## config.mk

```make
export PLATFORM = sky130hd
export DESIGN_NAME = control_unit_flat
export DESIGN_NICKNAME = d
export VERILOG_FILES = /design/src/rtl/control_unit_if.sv /design/src/rtl/control_unit.sv /design/src/flat_wrapper.sv
export SDC_FILE = /design/constraint.sdc
export NUM_CORES = 1
export LEC_CHECK = 0
export BUFFER_PORTS_ARGS = -buffer_cell sky130_fd_sc_hd__buf_2
export CORE_MARGIN = 1
export CORE_UTILIZATION = 39
export DETAILED_ROUTE_END_ITERATION = 6
export PLACE_DENSITY = 0.79
export SYNTH_ARGS = -nofsm -noshare
export SYNTH_HDL_FRONTEND = slang
export SYNTH_SLANG_ARGS = --single-unit
```

## constraint.sdc

```tcl
create_clock -name clock -period 1.55 [get_ports clock]
set_input_delay 0.0775 -clock clock [delete_from_list [all_inputs] [get_ports clock]]
set_output_delay 0.0775 -clock clock [all_outputs]
set_load 0.005 [all_outputs]
```

## src/rtl/control_unit_if.sv

```systemverilog
// rtl/control_unit_if.sv - datapath <-> control unit strobe and status bundle
interface control_unit_if;
  logic [31:0] IR;
  logic        CON;
  logic        Stop;
  logic        Run;
  logic        PCout, Zhighout, Zlowout, HIout, LOout, MDRout, InPortout, Cout;
  logic        PCin, MARin, MDRin, IRin, Yin, HIin, LOin, Zhighin, Zlowin, OutPortin, CONin;
  logic        Gra, Grb, Grc, Rin, Rout, BAout, IncPC, Read, Write;

  modport master (
    input  IR, CON, Stop,
    output Run,
    output PCout, Zhighout, Zlowout, HIout, LOout, MDRout, InPortout, Cout,
    output PCin, MARin, MDRin, IRin, Yin, HIin, LOin, Zhighin, Zlowin, OutPortin, CONin,
    output Gra, Grb, Grc, Rin, Rout, BAout, IncPC, Read, Write
  );

  modport slave (
    output IR, CON, Stop,
    input  Run,
    input  PCout, Zhighout, Zlowout, HIout, LOout, MDRout, InPortout, Cout,
    input  PCin, MARin, MDRin, IRin, Yin, HIin, LOin, Zhighin, Zlowin, OutPortin, CONin,
    input  Gra, Grb, Grc, Rin, Rout, BAout, IncPC, Read, Write
  );
endinterface

```

## src/rtl/control_unit.sv

```systemverilog
// rtl/control_unit.sv - Moore control FSM: fetch T0-T2, per-opcode execute T3-T7, HALT
module control_unit (
  input  logic                 clock,
  input  logic                 clear,
  control_unit_if.master       bus
);
  typedef enum logic [3:0] {
    S_RESET = 4'd0, S_T0 = 4'd1, S_T1 = 4'd2, S_T2 = 4'd3, S_T3 = 4'd4,
    S_T4 = 4'd5, S_T5 = 4'd6, S_T6 = 4'd7, S_T7 = 4'd8, S_HALT = 4'd9
  } state_t;

  localparam logic [4:0] OP_LD = 5'd0,  OP_LDI = 5'd1,  OP_ST = 5'd2,  OP_BRANCH = 5'd19;
  localparam logic [4:0] OP_JR = 5'd20, OP_JAL = 5'd21, OP_IN = 5'd22, OP_OUT = 5'd23;
  localparam logic [4:0] OP_MFHI = 5'd24, OP_MFLO = 5'd25, OP_HALT = 5'd27;

  state_t     state;
  state_t     last_step;
  logic       stop_flag;
  logic [4:0] op;
  logic       is_alu, is_imm, is_muldiv, is_negnot, is_mem;
  logic       unused_ir_bits;

  assign op             = bus.IR[31:27];
  assign unused_ir_bits = ^bus.IR[26:0];
  assign is_alu         = (op >= 5'd3)  && (op <= 5'd11);
  assign is_imm         = (op >= 5'd12) && (op <= 5'd14);
  assign is_muldiv      = (op == 5'd15) || (op == 5'd16);
  assign is_negnot      = (op == 5'd17) || (op == 5'd18);
  assign is_mem         = (op == OP_LD) || (op == OP_LDI) || (op == OP_ST);

  // Final execute step per opcode; single-step, nop, halt and undefined end in T3.
  always_comb begin
    last_step = S_T3;
    if (is_alu || is_imm || op == OP_LDI)        last_step = S_T5;
    else if (is_muldiv || op == OP_BRANCH)       last_step = S_T6;
    else if (is_negnot || op == OP_JAL)          last_step = S_T4;
    else if (op == OP_LD || op == OP_ST)         last_step = S_T7;
  end

  always_ff @(posedge clock or negedge clear) begin
    if (!clear) begin
      state     <= S_RESET;
      stop_flag <= 1'b0;
    end else begin
      case (state)
        S_RESET: begin
          state     <= S_T0;
          stop_flag <= 1'b0;
        end
        S_HALT: state <= S_HALT;
        default: begin
          if (state == last_step) begin
            // Stop seen on the closing edge counts toward this instruction too.
            if (op == OP_HALT || stop_flag || bus.Stop) state <= S_HALT;
            else                                       state <= S_T0;
            stop_flag <= 1'b0;
          end else begin
            state     <= state_t'(state + 4'd1);
            stop_flag <= stop_flag | bus.Stop;
          end
        end
      endcase
    end
  end

  always_comb begin
    bus.Run = (state != S_RESET) && (state != S_HALT);
    bus.PCout = 1'b0; bus.Zhighout = 1'b0; bus.Zlowout = 1'b0; bus.HIout = 1'b0;
    bus.LOout = 1'b0; bus.MDRout = 1'b0; bus.InPortout = 1'b0; bus.Cout = 1'b0;
    bus.PCin = 1'b0; bus.MARin = 1'b0; bus.MDRin = 1'b0; bus.IRin = 1'b0; bus.Yin = 1'b0;
    bus.HIin = 1'b0; bus.LOin = 1'b0; bus.Zhighin = 1'b0; bus.Zlowin = 1'b0;
    bus.OutPortin = 1'b0; bus.CONin = 1'b0;
    bus.Gra = 1'b0; bus.Grb = 1'b0; bus.Grc = 1'b0; bus.Rin = 1'b0; bus.Rout = 1'b0;
    bus.BAout = 1'b0; bus.IncPC = 1'b0; bus.Read = 1'b0; bus.Write = 1'b0;
    case (state)
      S_T0: begin bus.PCout = 1'b1; bus.MARin = 1'b1; bus.IncPC = 1'b1; bus.Zlowin = 1'b1; end
      S_T1: begin bus.Zlowout = 1'b1; bus.PCin = 1'b1; bus.Read = 1'b1; bus.MDRin = 1'b1; end
      S_T2: begin bus.MDRout = 1'b1; bus.IRin = 1'b1; end
      S_T3: begin
        if (is_alu || is_imm) begin
          bus.Grb = 1'b1; bus.Rout = 1'b1; bus.Yin = 1'b1;
        end else if (is_muldiv) begin
          bus.Gra = 1'b1; bus.Rout = 1'b1; bus.Yin = 1'b1;
        end else if (is_negnot) begin
          bus.Grb = 1'b1; bus.Rout = 1'b1; bus.Zlowin = 1'b1;
        end else if (is_mem) begin
          bus.Grb = 1'b1; bus.BAout = 1'b1; bus.Yin = 1'b1;
        end else begin
          case (op)
            OP_BRANCH: begin bus.Gra = 1'b1; bus.Rout = 1'b1; bus.CONin = 1'b1; end
            OP_JR:     begin bus.Gra = 1'b1; bus.Rout = 1'b1; bus.PCin = 1'b1; end
            OP_IN:     begin bus.InPortout = 1'b1; bus.Gra = 1'b1; bus.Rin = 1'b1; end
            OP_OUT:    begin bus.Gra = 1'b1; bus.Rout = 1'b1; bus.OutPortin = 1'b1; end
            OP_MFHI:   begin bus.HIout = 1'b1; bus.Gra = 1'b1; bus.Rin = 1'b1; end
            OP_MFLO:   begin bus.LOout = 1'b1; bus.Gra = 1'b1; bus.Rin = 1'b1; end
            OP_JAL:    begin bus.PCout = 1'b1; bus.Grb = 1'b1; bus.Rin = 1'b1; end
            default:   ;
          endcase
        end
      end
      S_T4: begin
        if (is_alu) begin
          bus.Grc = 1'b1; bus.Rout = 1'b1; bus.Zlowin = 1'b1;
        end else if (is_imm || is_mem) begin
          bus.Cout = 1'b1; bus.Zlowin = 1'b1;
        end else if (is_muldiv) begin
          bus.Grb = 1'b1; bus.Rout = 1'b1; bus.Zhighin = 1'b1; bus.Zlowin = 1'b1;
        end else if (is_negnot) begin
          bus.Zlowout = 1'b1; bus.Gra = 1'b1; bus.Rin = 1'b1;
        end else if (op == OP_BRANCH) begin
          bus.PCout = 1'b1; bus.Yin = 1'b1;
        end else if (op == OP_JAL) begin
          bus.Gra = 1'b1; bus.Rout = 1'b1; bus.PCin = 1'b1;
        end
      end
      S_T5: begin
        if (is_alu || is_imm || op == OP_LDI) begin
          bus.Zlowout = 1'b1; bus.Gra = 1'b1; bus.Rin = 1'b1;
        end else if (is_muldiv) begin
          bus.Zlowout = 1'b1; bus.LOin = 1'b1;
        end else if (op == OP_LD || op == OP_ST) begin
          bus.Zlowout = 1'b1; bus.MARin = 1'b1;
        end else if (op == OP_BRANCH) begin
          bus.Cout = 1'b1; bus.Zlowin = 1'b1;
        end
      end
      S_T6: begin
        if (is_muldiv) begin
          bus.Zhighout = 1'b1; bus.HIin = 1'b1;
        end else if (op == OP_LD) begin
          bus.Read = 1'b1; bus.MDRin = 1'b1;
        end else if (op == OP_ST) begin
          bus.Gra = 1'b1; bus.Rout = 1'b1; bus.MDRin = 1'b1;
        end else if (op == OP_BRANCH) begin
          bus.Zlowout = 1'b1; bus.PCin = bus.CON;
        end
      end
      S_T7: begin
        if (op == OP_LD) begin
          bus.MDRout = 1'b1; bus.Gra = 1'b1; bus.Rin = 1'b1;
        end else if (op == OP_ST) begin
          bus.Write = 1'b1;
        end
      end
      default: ;
    endcase
  end
endmodule

```

## src/flat_wrapper.sv

```systemverilog
// flat-port wrapper written by rule: the top's interface ports become plain ports
module control_unit_flat 
  (clock, clear, bus_IR, bus_CON, bus_Stop, bus_Run, bus_PCout, bus_Zhighout, bus_Zlowout, bus_HIout, bus_LOout, bus_MDRout, bus_InPortout, bus_Cout, bus_PCin, bus_MARin, bus_MDRin, bus_IRin, bus_Yin, bus_HIin, bus_LOin, bus_Zhighin, bus_Zlowin, bus_OutPortin, bus_CONin, bus_Gra, bus_Grb, bus_Grc, bus_Rin, bus_Rout, bus_BAout, bus_IncPC, bus_Read, bus_Write);
  control_unit_if bus_i ();
  input  logic clock;
  input  logic clear;
  input wire logic [$bits(bus_i.IR)-1:0] bus_IR;
  input wire logic [$bits(bus_i.CON)-1:0] bus_CON;
  input wire logic [$bits(bus_i.Stop)-1:0] bus_Stop;
  output wire logic [$bits(bus_i.Run)-1:0] bus_Run;
  output wire logic [$bits(bus_i.PCout)-1:0] bus_PCout;
  output wire logic [$bits(bus_i.Zhighout)-1:0] bus_Zhighout;
  output wire logic [$bits(bus_i.Zlowout)-1:0] bus_Zlowout;
  output wire logic [$bits(bus_i.HIout)-1:0] bus_HIout;
  output wire logic [$bits(bus_i.LOout)-1:0] bus_LOout;
  output wire logic [$bits(bus_i.MDRout)-1:0] bus_MDRout;
  output wire logic [$bits(bus_i.InPortout)-1:0] bus_InPortout;
  output wire logic [$bits(bus_i.Cout)-1:0] bus_Cout;
  output wire logic [$bits(bus_i.PCin)-1:0] bus_PCin;
  output wire logic [$bits(bus_i.MARin)-1:0] bus_MARin;
  output wire logic [$bits(bus_i.MDRin)-1:0] bus_MDRin;
  output wire logic [$bits(bus_i.IRin)-1:0] bus_IRin;
  output wire logic [$bits(bus_i.Yin)-1:0] bus_Yin;
  output wire logic [$bits(bus_i.HIin)-1:0] bus_HIin;
  output wire logic [$bits(bus_i.LOin)-1:0] bus_LOin;
  output wire logic [$bits(bus_i.Zhighin)-1:0] bus_Zhighin;
  output wire logic [$bits(bus_i.Zlowin)-1:0] bus_Zlowin;
  output wire logic [$bits(bus_i.OutPortin)-1:0] bus_OutPortin;
  output wire logic [$bits(bus_i.CONin)-1:0] bus_CONin;
  output wire logic [$bits(bus_i.Gra)-1:0] bus_Gra;
  output wire logic [$bits(bus_i.Grb)-1:0] bus_Grb;
  output wire logic [$bits(bus_i.Grc)-1:0] bus_Grc;
  output wire logic [$bits(bus_i.Rin)-1:0] bus_Rin;
  output wire logic [$bits(bus_i.Rout)-1:0] bus_Rout;
  output wire logic [$bits(bus_i.BAout)-1:0] bus_BAout;
  output wire logic [$bits(bus_i.IncPC)-1:0] bus_IncPC;
  output wire logic [$bits(bus_i.Read)-1:0] bus_Read;
  output wire logic [$bits(bus_i.Write)-1:0] bus_Write;
  assign bus_i.IR = bus_IR;
  assign bus_i.CON = bus_CON;
  assign bus_i.Stop = bus_Stop;
  assign bus_Run = bus_i.Run;
  assign bus_PCout = bus_i.PCout;
  assign bus_Zhighout = bus_i.Zhighout;
  assign bus_Zlowout = bus_i.Zlowout;
  assign bus_HIout = bus_i.HIout;
  assign bus_LOout = bus_i.LOout;
  assign bus_MDRout = bus_i.MDRout;
  assign bus_InPortout = bus_i.InPortout;
  assign bus_Cout = bus_i.Cout;
  assign bus_PCin = bus_i.PCin;
  assign bus_MARin = bus_i.MARin;
  assign bus_MDRin = bus_i.MDRin;
  assign bus_IRin = bus_i.IRin;
  assign bus_Yin = bus_i.Yin;
  assign bus_HIin = bus_i.HIin;
  assign bus_LOin = bus_i.LOin;
  assign bus_Zhighin = bus_i.Zhighin;
  assign bus_Zlowin = bus_i.Zlowin;
  assign bus_OutPortin = bus_i.OutPortin;
  assign bus_CONin = bus_i.CONin;
  assign bus_Gra = bus_i.Gra;
  assign bus_Grb = bus_i.Grb;
  assign bus_Grc = bus_i.Grc;
  assign bus_Rin = bus_i.Rin;
  assign bus_Rout = bus_i.Rout;
  assign bus_BAout = bus_i.BAout;
  assign bus_IncPC = bus_i.IncPC;
  assign bus_Read = bus_i.Read;
  assign bus_Write = bus_i.Write;
  control_unit u_core (.clock(clock), .clear(clear), .bus(bus_i));
endmodule
```

==> reports/qor.yml, run 1 <==
start_util_pct: 41.59
max_stage_delay_ns: 0.47
cts_root_buf: "clkbuf_4"
critical_path.max_fanout: 4
seq_power_share_pct: 10.4
ys_seq_elements: 5
dieWidth_um: 53.64
cts_sinks: 5
grt.total_usage_pct: 37.53
grt_pass1_vias: 1581
violations: "DRC, setup timing"
critPathCaptureType: "output port"
overflow: 0
clkLatencyLatePin_ns: 0.25
dpl.hpwl_um: 2897
cp_slowest_cell: "dfrtp_1"
finalCritPeriodShare_pct: 129.4
drive_gt1_share_pct: 60.85
rsz0062_at_grt: "yes"
yosys_warnings: 0
final.fill_count: 118
crit_required_ns: 1.47
cts_buffers: 3
final_cells: 288
synth.distinct_cells: 48
whs_ns: 0.1889
syn_inst: 166
placed_area_sq_mm: 0.001535
drt_iter0_drc: 246
ys_seq_area_share_pct: 12.03
firstDrtPassIters: 7
yosysTopAreaCellShare_pct: 12.03
p_leak_uw: 0.001030
design.portCount: 65
worst_ep_arrival_time_ns: 1.93
max-cap-violations: 0
avgSynthCellArea_sq_um: 6.264
grt_start_max_net_pins: 15
layout_min_cycle_time_ns: 2.005
swShare_pct: 47.81
place_congestion: 0.9012
async_flop_share_pct: 100.0
drt-total-wl_um: 6761
fin_area_sq_mm: 0.002152
cts_tree: "done"
die_area_sq_mm: 0.002877
multiInputGateArea_sq_mm: 0.001161
yosysTopAreaCell: "dfrtp_1"
p_clk_share_pct: 5.7
dp.cells: 265
busiest_layer: "met2"
syn_nets: 206
nets: 299
p_sw_uw: 1340
critical_path.cell_chain: "inv_2 -> buf_6 -> ha_4 -> and3_4 -> buf_6 -> nand2_4 -> nor3_2 -> buf_2"
place_ws_ns: -0.1729
power.share.combinational_pct: 83.9
vias: 1980
h-tree-depth: 1
synth_commonest_cells: "nand2_1, nor2_1, a21oi_1"
drc: 2
clockBufferDepth: 2
die_h_um: 53.64
syn_area_sq_mm: 0.001040
via_per_inst: 6.875
regArea_sq_um: 127.6
worst_slew_pin_slew_ns: 0.7352
crit_type: "reg2out"
status: "finished with violations"
crit_top_cell: "buf_6"
pwr_density_cell_mw_per_mm2: 1302
min_path_type: "in2async"
setup_violations: 33
p_int_uw: 1463
wl_per_cell_um: 23.48
grt_use_met1_pct: 47.99
ant_nets: 0
syn2layout_area_growth_pct: 107.0
antenna_found_initial: 0
grt_pass1_wl_um: 7665
portBuffers: 37
synth_edf_count: 0
hold_viol: 0
drv_slew: 0
diodes: 0
synth_area_leaders: "dfrtp_1, nand2_1, nor2_1, a21oi_1, ha_1"
clk_pin_slew_ns: 0.05
coreArea_sq_mm: 0.002500
timing.final.ws_setup_ns: -0.4550
clock_skew_ns: 0.003635
use_met3_pct: 7.062
use_met2_pct: 60.00
peakVddDrop_uv: 1912
synth_flop_cell: "dfrtp_1"
crit_path_start_kind: "register"
synth_most_common_cell: "nand2_1"
rows: 18
max_freq_ghz: 0.4988
slew_headroom_pct: 50.99
area by class of cell:
type	count	share of cell area [%]
clock buffer	4	1.221
sequential	5	5.930
timing repair buffer	101	35.41
inverter	8	1.744
tap	30	1.744
multi-input combinational	140	53.95
kinds of logic after synthesis:
family                     synth area share, %
DFF                                      12.03
and+or+nand+nor                          43.80
adders and majority gates                4.814
AOI/OAI and AO/OA                        26.72
muxes                                    1.925
xor gates and xnor gates                0.8425
buffers and inverters                    9.867
critical path: cells and delay by family, from the launching register on:
| kind | cells | cell delay (ns) |
|---|---|---|
| flip-flops | 1 | 0.47 |
| buffers and inverters | 4 | 0.56 |
| AND/OR/NAND/NOR | 3 | 0.48 |
| adder cells (fa/ha/maj) | 1 | 0.16 |
path summary, 6_finish.rpt:
path                                  start               end  slack [ns]  cells after the start
max                         u_core.state[1]         bus_HIout       -0.45                      8
min                                   clear   u_core.state[2]        0.19                      2
max reg2reg                 u_core.state[0]   u_core.state[1]       -0.36                      6
min reg2reg                u_core.stop_flag  u_core.stop_flag        0.63                      2
max in group asynchronous             clear   u_core.state[3]        1.21                      2
min in group clock                 bus_Stop  u_core.stop_flag        0.19                      3
flip-flops by register name (all words and copies together) (netlist names):
name and cells:
u_core.state 4, u_core.stop_flag 1
cell usage in the layout (no fill, tap or decap), types with 2 or more instances in the layout:
cell type / instances
buf_4: 42
nor2_2: 2
nand2_4: 5
nand2_2: 2
clkbuf_4: 3
nand3b_1: 2
nand4_1: 5
buf_6: 21
o21ai_0: 7
a21oi_2: 3
nor3b_1: 2
o21ai_1: 2
mux2i_1: 2
inv_1: 4
and2_1: 3
dfrtp_2: 2
nand2_1: 18
o22ai_1: 2
nor2_4: 7
nor2b_4: 2
nor2_1: 13
nand2b_1: 3
dfrtp_1: 3
buf_2: 36
nor2b_1: 2
inv_2: 3
nand3_1: 6
ha_4: 4
a21oi_1: 10
metrics by stage:
step,setup TNS [ns],util (%),power (uW)
2_1_floorplan,0,-,889.8
4_1_cts,-2.810,77.48,2204
6_report,-7.931,86.09,2803
3_5_place_dp,-0.8294,61.41,1490
3_3_place_gp,-0.5533,61.41,1466
5_1_grt,-8.736,86.09,2880
what timing repair did:
action | 4_1_cts | 5_1_grt
resized for setup | 71 | 34
hold endpoints to repair | 5 | 0
endpoints found under the setup margin | 29 | 34
pin swaps | 30 | 18
buffers inserted | 11 | 11
gates cloned | 0 | 0
hold buffers | 1 | 0
power by group through the flow:
stage,clock [uW],combinational (uW),sequential [uW]
after detailed placement,0,1230,264
after floorplan,0,641,249
final,160,2350,290
after global routing,176,2410,292
after global placement,0,1200,262
after CTS,159,1780,267
per-layer routing:
| metal | vias to the layer above | part of all wire (%) |
|---|---|---|
| met5 | - | 0 |
| met4 | 0 | 8.7 |
| met3 | 83 | 13 |
| li1 | 780 | - |
| met1 | 872 | 35 |
| met2 | 245 | 43 |
No activity file was read; power rests on OpenSTA's default activity.
==> run 2: changes to the inputs <==
--- a/config.mk
+++ b/config.mk
@@ -7,9 +7,11 @@
 export LEC_CHECK = 0
 export BUFFER_PORTS_ARGS = -buffer_cell sky130_fd_sc_hd__buf_2
 export CORE_MARGIN = 1
-export CORE_UTILIZATION = 39
+export CORE_UTILIZATION = 40
+export CTS_BUF_LIST = sky130_fd_sc_hd__clkbuf_2 sky130_fd_sc_hd__clkbuf_4 sky130_fd_sc_hd__clkbuf_8
 export DETAILED_ROUTE_END_ITERATION = 6
-export PLACE_DENSITY = 0.79
+export PLACE_DENSITY = 0.81
 export SYNTH_ARGS = -nofsm -noshare
 export SYNTH_HDL_FRONTEND = slang
 export SYNTH_SLANG_ARGS = --single-unit
+export TNS_END_PERCENT = 1
==> reports/qor.yml, run 2 (synthesis results as in run 1) <==
die_area_sq_mm: 0.002807  # was 0.002877 sq mm
fin_area_sq_mm: 0.001723  # was 0.002152 sq mm
clock_skew_ns: 0.004704  # was 0.003635 ns
grt_start_max_net_pins: 14  # was 15
worstHoldPathCells: 3
final_core_util_pct: 69.55  # was 86.09%
cts_tree: "done"  # unchanged
dieWidth_um: 52.99  # was 53.64 um
status: "finished with violations"  # unchanged
grt.total_usage_pct: 31.36  # was 37.53%
largestRegisters: "u_core.state: 4 flops, u_core.stop_flag: 1 flops"  # unchanged
max-cap-violations: 0  # unchanged
tns_ns: -3.163  # was -7.931 ns
h-tree-depth: 1  # unchanged
critPathCaptureType: "register"  # was output port
antenna_found_initial: 0  # unchanged
whs_ns: 0.1059  # was 0.1889 ns
path_buf_inv: 1  # was 4
drc: 0  # was 2
final_common_cell: "buf_4"  # unchanged
max_stage_delay_ns: 0.52  # was 0.47 ns
grt_pass1_vias: 1459  # was 1,581
cp_slowest_cell: "or4_4"  # was dfrtp_1
crit_path_start_kind: "register"  # unchanged
reg2regPathDepth: 5  # was 6
setup_violations: 26  # was 33
layout_min_cycle_time_ns: 1.797  # was 2.005 ns
die_h_um: 52.99  # was 53.64 um
cts_root_buf: "clkbuf_4"  # unchanged
slew_headroom_pct: 68.59  # was 50.99%
drive_gt1_share_pct: 47.30  # was 60.85%
via_per_inst: 5.908  # was 6.875
peakVddDrop_uv: 1257  # was 1912 uV
coreArea_sq_mm: 0.002477  # was 0.002500 sq mm
place_congestion: 0.9157  # was 0.9012
nets: 282  # was 299
vias: 1601  # was 1,980
finalCritPeriodShare_pct: 115.9  # was 129.4%
worst_r2r_startpoint: "u_core.state[0]"  # unchanged
portBuffers: 37  # unchanged
final.fill_count: 201  # was 118
drt_iter0_drc: 70  # was 246
hp-start: "bus_Stop"
worst_slew_pin_slew_ns: 0.4712  # was 0.7352 ns
largest_register_ffs: 4  # unchanged
dpl.hpwl_um: 2837  # was 2897 um
grt_pass1_wl_um: 6396  # was 7665 um
violations: "setup timing"  # was DRC, setup timing
placed_area_sq_mm: 0.001498  # was 0.001535 sq mm
crit_start: "u_core.state[0]"  # was u_core.state[1]
overflow: 0  # unchanged
drt-total-wl_um: 4138  # was 6761 um
worst_ep_arrival_time_ns: 1.92  # was 1.93 ns
pwr_density_cell_mw_per_mm2: 1123  # was 1302 mW/mm^2
design.portCount: 65  # unchanged
crit_type: "reg2reg"  # was reg2out
timing.final.ws_setup_ns: -0.2472  # was -0.4550 ns
hold_viol: 0  # unchanged
wl_per_cell_um: 15.27  # was 23.48 um
crit_required_ns: 1.67  # was 1.47 ns
dp.cells: 261  # was 265
p_leak_uw: 0.0008667  # was 0.001030 uW
max_freq_ghz: 0.5564  # was 0.4988 GHz
critical_path.cell_chain: "buf_6 -> or4_4 -> a211oi_4 -> nand3b_1 -> nand4_1"  # was inv_2 -> buf_6 -> ha_4 -> and3_4 -> buf_6 -> nand2_4 -> nor3_2 -> buf_2
min_path_type: "in2reg"  # was in2async
clockBufferDepth: 2  # unchanged
firstDrtPassIters: 4  # was 7
cts_sinks: 5  # unchanged
regMostFlops: "u_core.state"  # unchanged
clk_pin_slew_ns: 0.05  # about the same
drv_slew: 0  # unchanged
cp_top_family: "simple AND/OR/NAND/NOR gates"  # was buffers and inverters
rows: 18  # unchanged
critical_path.max_fanout: 5  # was 4
final_cells: 271  # was 288
clkLatencyLatePin_ns: 0.25  # about the same
rsz0062_at_grt: "yes"  # unchanged
syn2layout_area_growth_pct: 65.70  # was 107.0%
crit_cells: 5  # was 8
start_util_pct: 41.97  # was 41.59%
layout_common_cells: "buf_4, buf_2, nand2_1"  # was buf_4, buf_2, buf_6
cts_buffers: 3  # unchanged
diodes: 0  # unchanged
ant_nets: 0  # unchanged
run 2: through the flow:
step           power (uW)  setup WS (ns)
2_1_floorplan       887.8       -0.06420
3_3_place_gp         1377        -0.1378
3_5_place_dp         1398        -0.1738
4_1_cts              1836        -0.2104
5_1_grt              2063        -0.3097
6_report             1936        -0.2472
run 2: worst min-delay path, cell delays in order:
cell	delay (ns)
buf_2	0.08
nor2_1	0.05
o21ai_2	0.12
run 2: what timing repair did:
item                                    in CTS  in global routing
endpoints found under the setup margin      30                 31
buffers inserted                             5                  0
hold endpoints to repair                     5                  0
gates resized for setup                     32                  8
hold buffers                                 1                  0
pin swaps                                   10                  7
run 2: path summary, 6_finish.rpt:
check | end | slack, ns
max | u_core.state[3] | -0.25
min | u_core.stop_flag | 0.11
max reg2reg | u_core.state[3] | -0.25
min reg2reg | u_core.stop_flag | 0.52
max in group asynchronous | u_core.state[0] | 1.23
min in group asynchronous | u_core.state[1] | 0.18
run 2: layout make-up:
class | instances | area [sq um] | area share [%]
tap | 30 | 37.54 | 2.179
clock inverter | 1 | 5.005 | 0.2905
timing repair buffer | 84 | 559.3 | 32.46
sequential | 5 | 126.4 | 7.335
clock buffer | 3 | 22.52 | 1.307
inverter | 8 | 30.03 | 1.743
multi-input combinational | 140 | 942.2 | 54.68
run 2: power by group:
group | switching (uW) | internal (uW)
logic | 754 | 750
registers | 73.8 | 199
clock network | 64.2 | 94.0
total | 892 | 1040
run 2: metal layers:
layer  global-route usage (%)  vias to the layer above  part of all wire, %
met5                        0                        -                    0
met4                    14.04                        0                  4.2
met3                    2.874                       24                  8.1
met2                    51.48                       92                   46
met1                    41.07                      742                   42
li1                         -                      743                    -
==> run 3: changes to the inputs <==
--- a/config.mk
+++ b/config.mk
@@ -6,8 +6,10 @@
 export NUM_CORES = 1
 export LEC_CHECK = 0
 export BUFFER_PORTS_ARGS = -buffer_cell sky130_fd_sc_hd__buf_2
+export CELL_PAD_IN_SITES_DETAIL_PLACEMENT = 0
+export CELL_PAD_IN_SITES_GLOBAL_PLACEMENT = 1
 export CORE_MARGIN = 1
-export CORE_UTILIZATION = 40
+export CORE_UTILIZATION = 26
 export CTS_BUF_LIST = sky130_fd_sc_hd__clkbuf_2 sky130_fd_sc_hd__clkbuf_4 sky130_fd_sc_hd__clkbuf_8
 export DETAILED_ROUTE_END_ITERATION = 6
 export PLACE_DENSITY = 0.81
==> reports/qor.yml, run 3 (synthesis results as in run 1) <==
start_util_pct: 27.77  # was 41.97%
dpl.hpwl_um: 3013  # was 2837 um
place_congestion: 0.9323  # was 0.9157
die_h_um: 65.24  # was 52.99 um
worst_r2r_startpoint: "u_core.state[0]"  # unchanged
setup_violations: 20  # was 26
layout_common_cells: "buf_4, buf_2, nand2_1"  # unchanged
overflow: 0  # unchanged
drive_gt1_share_pct: 50.41  # was 47.30%
rsz0062_at_grt: "yes"  # unchanged
drt_iter0_drc: 133  # was 70
seq_power_share_pct: 12.7  # was 14.1%
crit_path_start_kind: "register"  # unchanged
die_area_sq_mm: 0.004256  # was 0.002807 sq mm
coreArea_sq_mm: 0.003744  # was 0.002477 sq mm
final_common_cell: "buf_4"  # unchanged
cts_root_buf: "clkbuf_8"  # was clkbuf_4
cp_slowest_cell: "dfrtp_2"  # was or4_4
power.share.combinational_pct: 76.1  # was 77.7%
crit_required_ns: 1.47  # was 1.67 ns
critical_path.cell_chain: "buf_6 -> ha_4 -> nand3_1 -> o21ai_0 -> a311oi_2 -> o21ai_1 -> buf_2"  # was buf_6 -> or4_4 -> a211oi_4 -> nand3b_1 -> nand4_1
path_buf_inv: 2  # was 1
max_stage_delay_ns: 0.43  # was 0.52 ns
crit_start: "u_core.state[0]"  # unchanged
clockBufferDepth: 2  # unchanged
grt.total_usage_pct: 19.26  # was 31.36%
antenna_found_initial: 0  # unchanged
cts_tree: "done"  # unchanged
p_clk_share_pct: 11.1  # was 8.2%
crit_type: "reg2out"  # was reg2reg
clock_skew_ns: 0.002913  # was 0.004704 ns
vias: 1536  # was 1,601
ant_nets: 0  # unchanged
via_per_inst: 5.260  # was 5.908
drv_slew: 0  # unchanged
regMostFlops: "u_core.state"  # unchanged
swShare_pct: 43.04  # was 46.11%
reg2regPathDepth: 5  # unchanged
crit_end: "bus_Gra"  # was u_core.state[3]
tns_ns: -2.565  # was -3.163 ns
worst_ep_arrival_time_ns: 1.71  # was 1.92 ns
status: "finished with violations"  # unchanged
dieWidth_um: 65.24  # was 52.99 um
grt_pass1_vias: 1384  # was 1,459
crit_cells: 7  # was 5
r2r_end: "u_core.state[3]"  # unchanged
hold_viol: 0  # unchanged
p_int_uw: 1232  # was 1043 uW
peakVddDrop_uv: 636.6  # was 1257 uV
max-cap-violations: 0  # unchanged
grt_pass1_wl_um: 6389  # was 6396 um
timing.final.ws_setup_ns: -0.2408  # was -0.2472 ns
firstDrtPassIters: 4  # unchanged
p_sw_uw: 931.3  # was 892.4 uW
h-tree-depth: 1  # unchanged
cp_top_family: "compound AO/OA/AOI/OAI gates"  # was simple AND/OR/NAND/NOR gates
slew_headroom_pct: 70.52  # was 68.59%
syn2layout_area_growth_pct: 82.67  # was 65.70%
layout_min_cycle_time_ns: 1.791  # was 1.797 ns
cts_buffers: 3  # unchanged
max_freq_ghz: 0.5584  # was 0.5564 GHz
critPathCaptureType: "output port"  # was register
p_leak_uw: 0.0009255  # was 0.0008667 uW
portBuffers: 37  # unchanged
pwr_density_cell_mw_per_mm2: 1139  # was 1123 mW/mm^2
r2r_slack_ns: -0.22  # was -0.25 ns
wl_per_cell_um: 14.19  # was 15.27 um
finalCritPeriodShare_pct: 115.5  # was 115.9%
cts_sinks: 5  # unchanged
diodes: 0  # unchanged
violations: "setup timing"  # unchanged
largest_register_ffs: 4  # unchanged
drc: 0  # unchanged
drt-total-wl_um: 4144  # was 4138 um
clk_pin_slew_ns: 0.04  # was 0.05 ns
min_path_type: "in2reg"  # unchanged
clkLatencyLatePin_ns: 0.22  # was 0.25 ns
grt_start_max_net_pins: 20  # was 14
place_ws_ns: -0.2045  # was -0.1738 ns
design.portCount: 65  # unchanged
nets: 285  # was 282
rows: 22  # was 18
largestRegisters: "u_core.state: 4 flops, u_core.stop_flag: 1 flops"  # unchanged
worst_slew_pin_slew_ns: 0.4423  # was 0.4712 ns
critical_path.max_fanout: 5  # unchanged
run 3: cell types whose count changed in the layout (fill, tap and decap cells not counted), sizes merged:
cell and delta:
buf +3
run 3: per-stage QoR:
stage               cells  hold slack (ns)  util [%]  area [sq um]  total power [uW]
floorplan             166          -0.2181         -          1041             887.8
global placement      281          -0.1031     41.68          1560              1452
detailed placement    281         -0.09968     41.68          1560              1463
CTS                   292           0.1351     46.76          1750              1930
global route          292           0.1596     50.74          1899              2328
finish                292           0.1175     50.74          1899              2164
run 3: worst min-delay path by stage:
| stage | from | to | slack, ns | cells past startpoint |
|---|---|---|---|---|
| floorplan | clear | u_core.state[0] | -0.22 | 0 |
| global placement | clear | u_core.state[2] | -0.10 | 1 |
| detailed placement | clear | u_core.state[2] | -0.1 | 1 |
| CTS | bus_Stop | u_core.stop_flag | 0.14 | 3 |
| global route | bus_Stop | u_core.stop_flag | 0.16 | 3 |
| finish | bus_Stop | u_core.stop_flag | 0.12 | 3 |
run 3: layer usage:
layer,vias to the layer above,track usage [%],share of wire [%]
met2,65,31.06,47
met5,-,0,0
met1,713,26.46,46
met3,10,2.083,5.7
met4,0,6.250,1.9
li1,748,-,-
run 3: area by class of cell:
| cell class | instances | area (sq um) |
|---|---|---|
| flip-flops and latches | 5 | 127.6 |
| clock buffers | 3 | 41.29 |
| fillers | 366 | 1844 |
| clock inverters | 1 | 5.005 |
| well taps | 48 | 60.06 |
| multi-input cells | 140 | 1013 |
| inverters | 8 | 30.03 |
| repair buffers | 87 | 621.8 |
run 3: what timing repair did:
item	in CTS	in global routing
gates resized for setup	24	31
setup endpoints to repair	30	31
setup buffers	6	1
hold buffers	1	0
endpoints found under the hold margin	5	0
pin swaps	5	18
run 3: tightest hold or removal path: cells and delay by family:
| kind | cells | cell delay [ns] |
|---|---|---|
| compound gates | 1 | 0.10 |
| simple gates | 1 | 0.04 |
| buf+inv | 1 | 0.08 |
run 3: power groups by stage:
| stage | clock [uW] | combinational, uW | sequential (uW) |
|---|---|---|---|
| 5_1_grt | 262 | 1780 | 287 |
| 4_1_cts | 248 | 1430 | 252 |
| 3_5_place_dp | 0 | 1210 | 254 |
| 6_report | 241 | 1650 | 276 |
| 3_3_place_gp | 0 | 1200 | 249 |
| 2_1_floorplan | 0 | 639 | 249 |
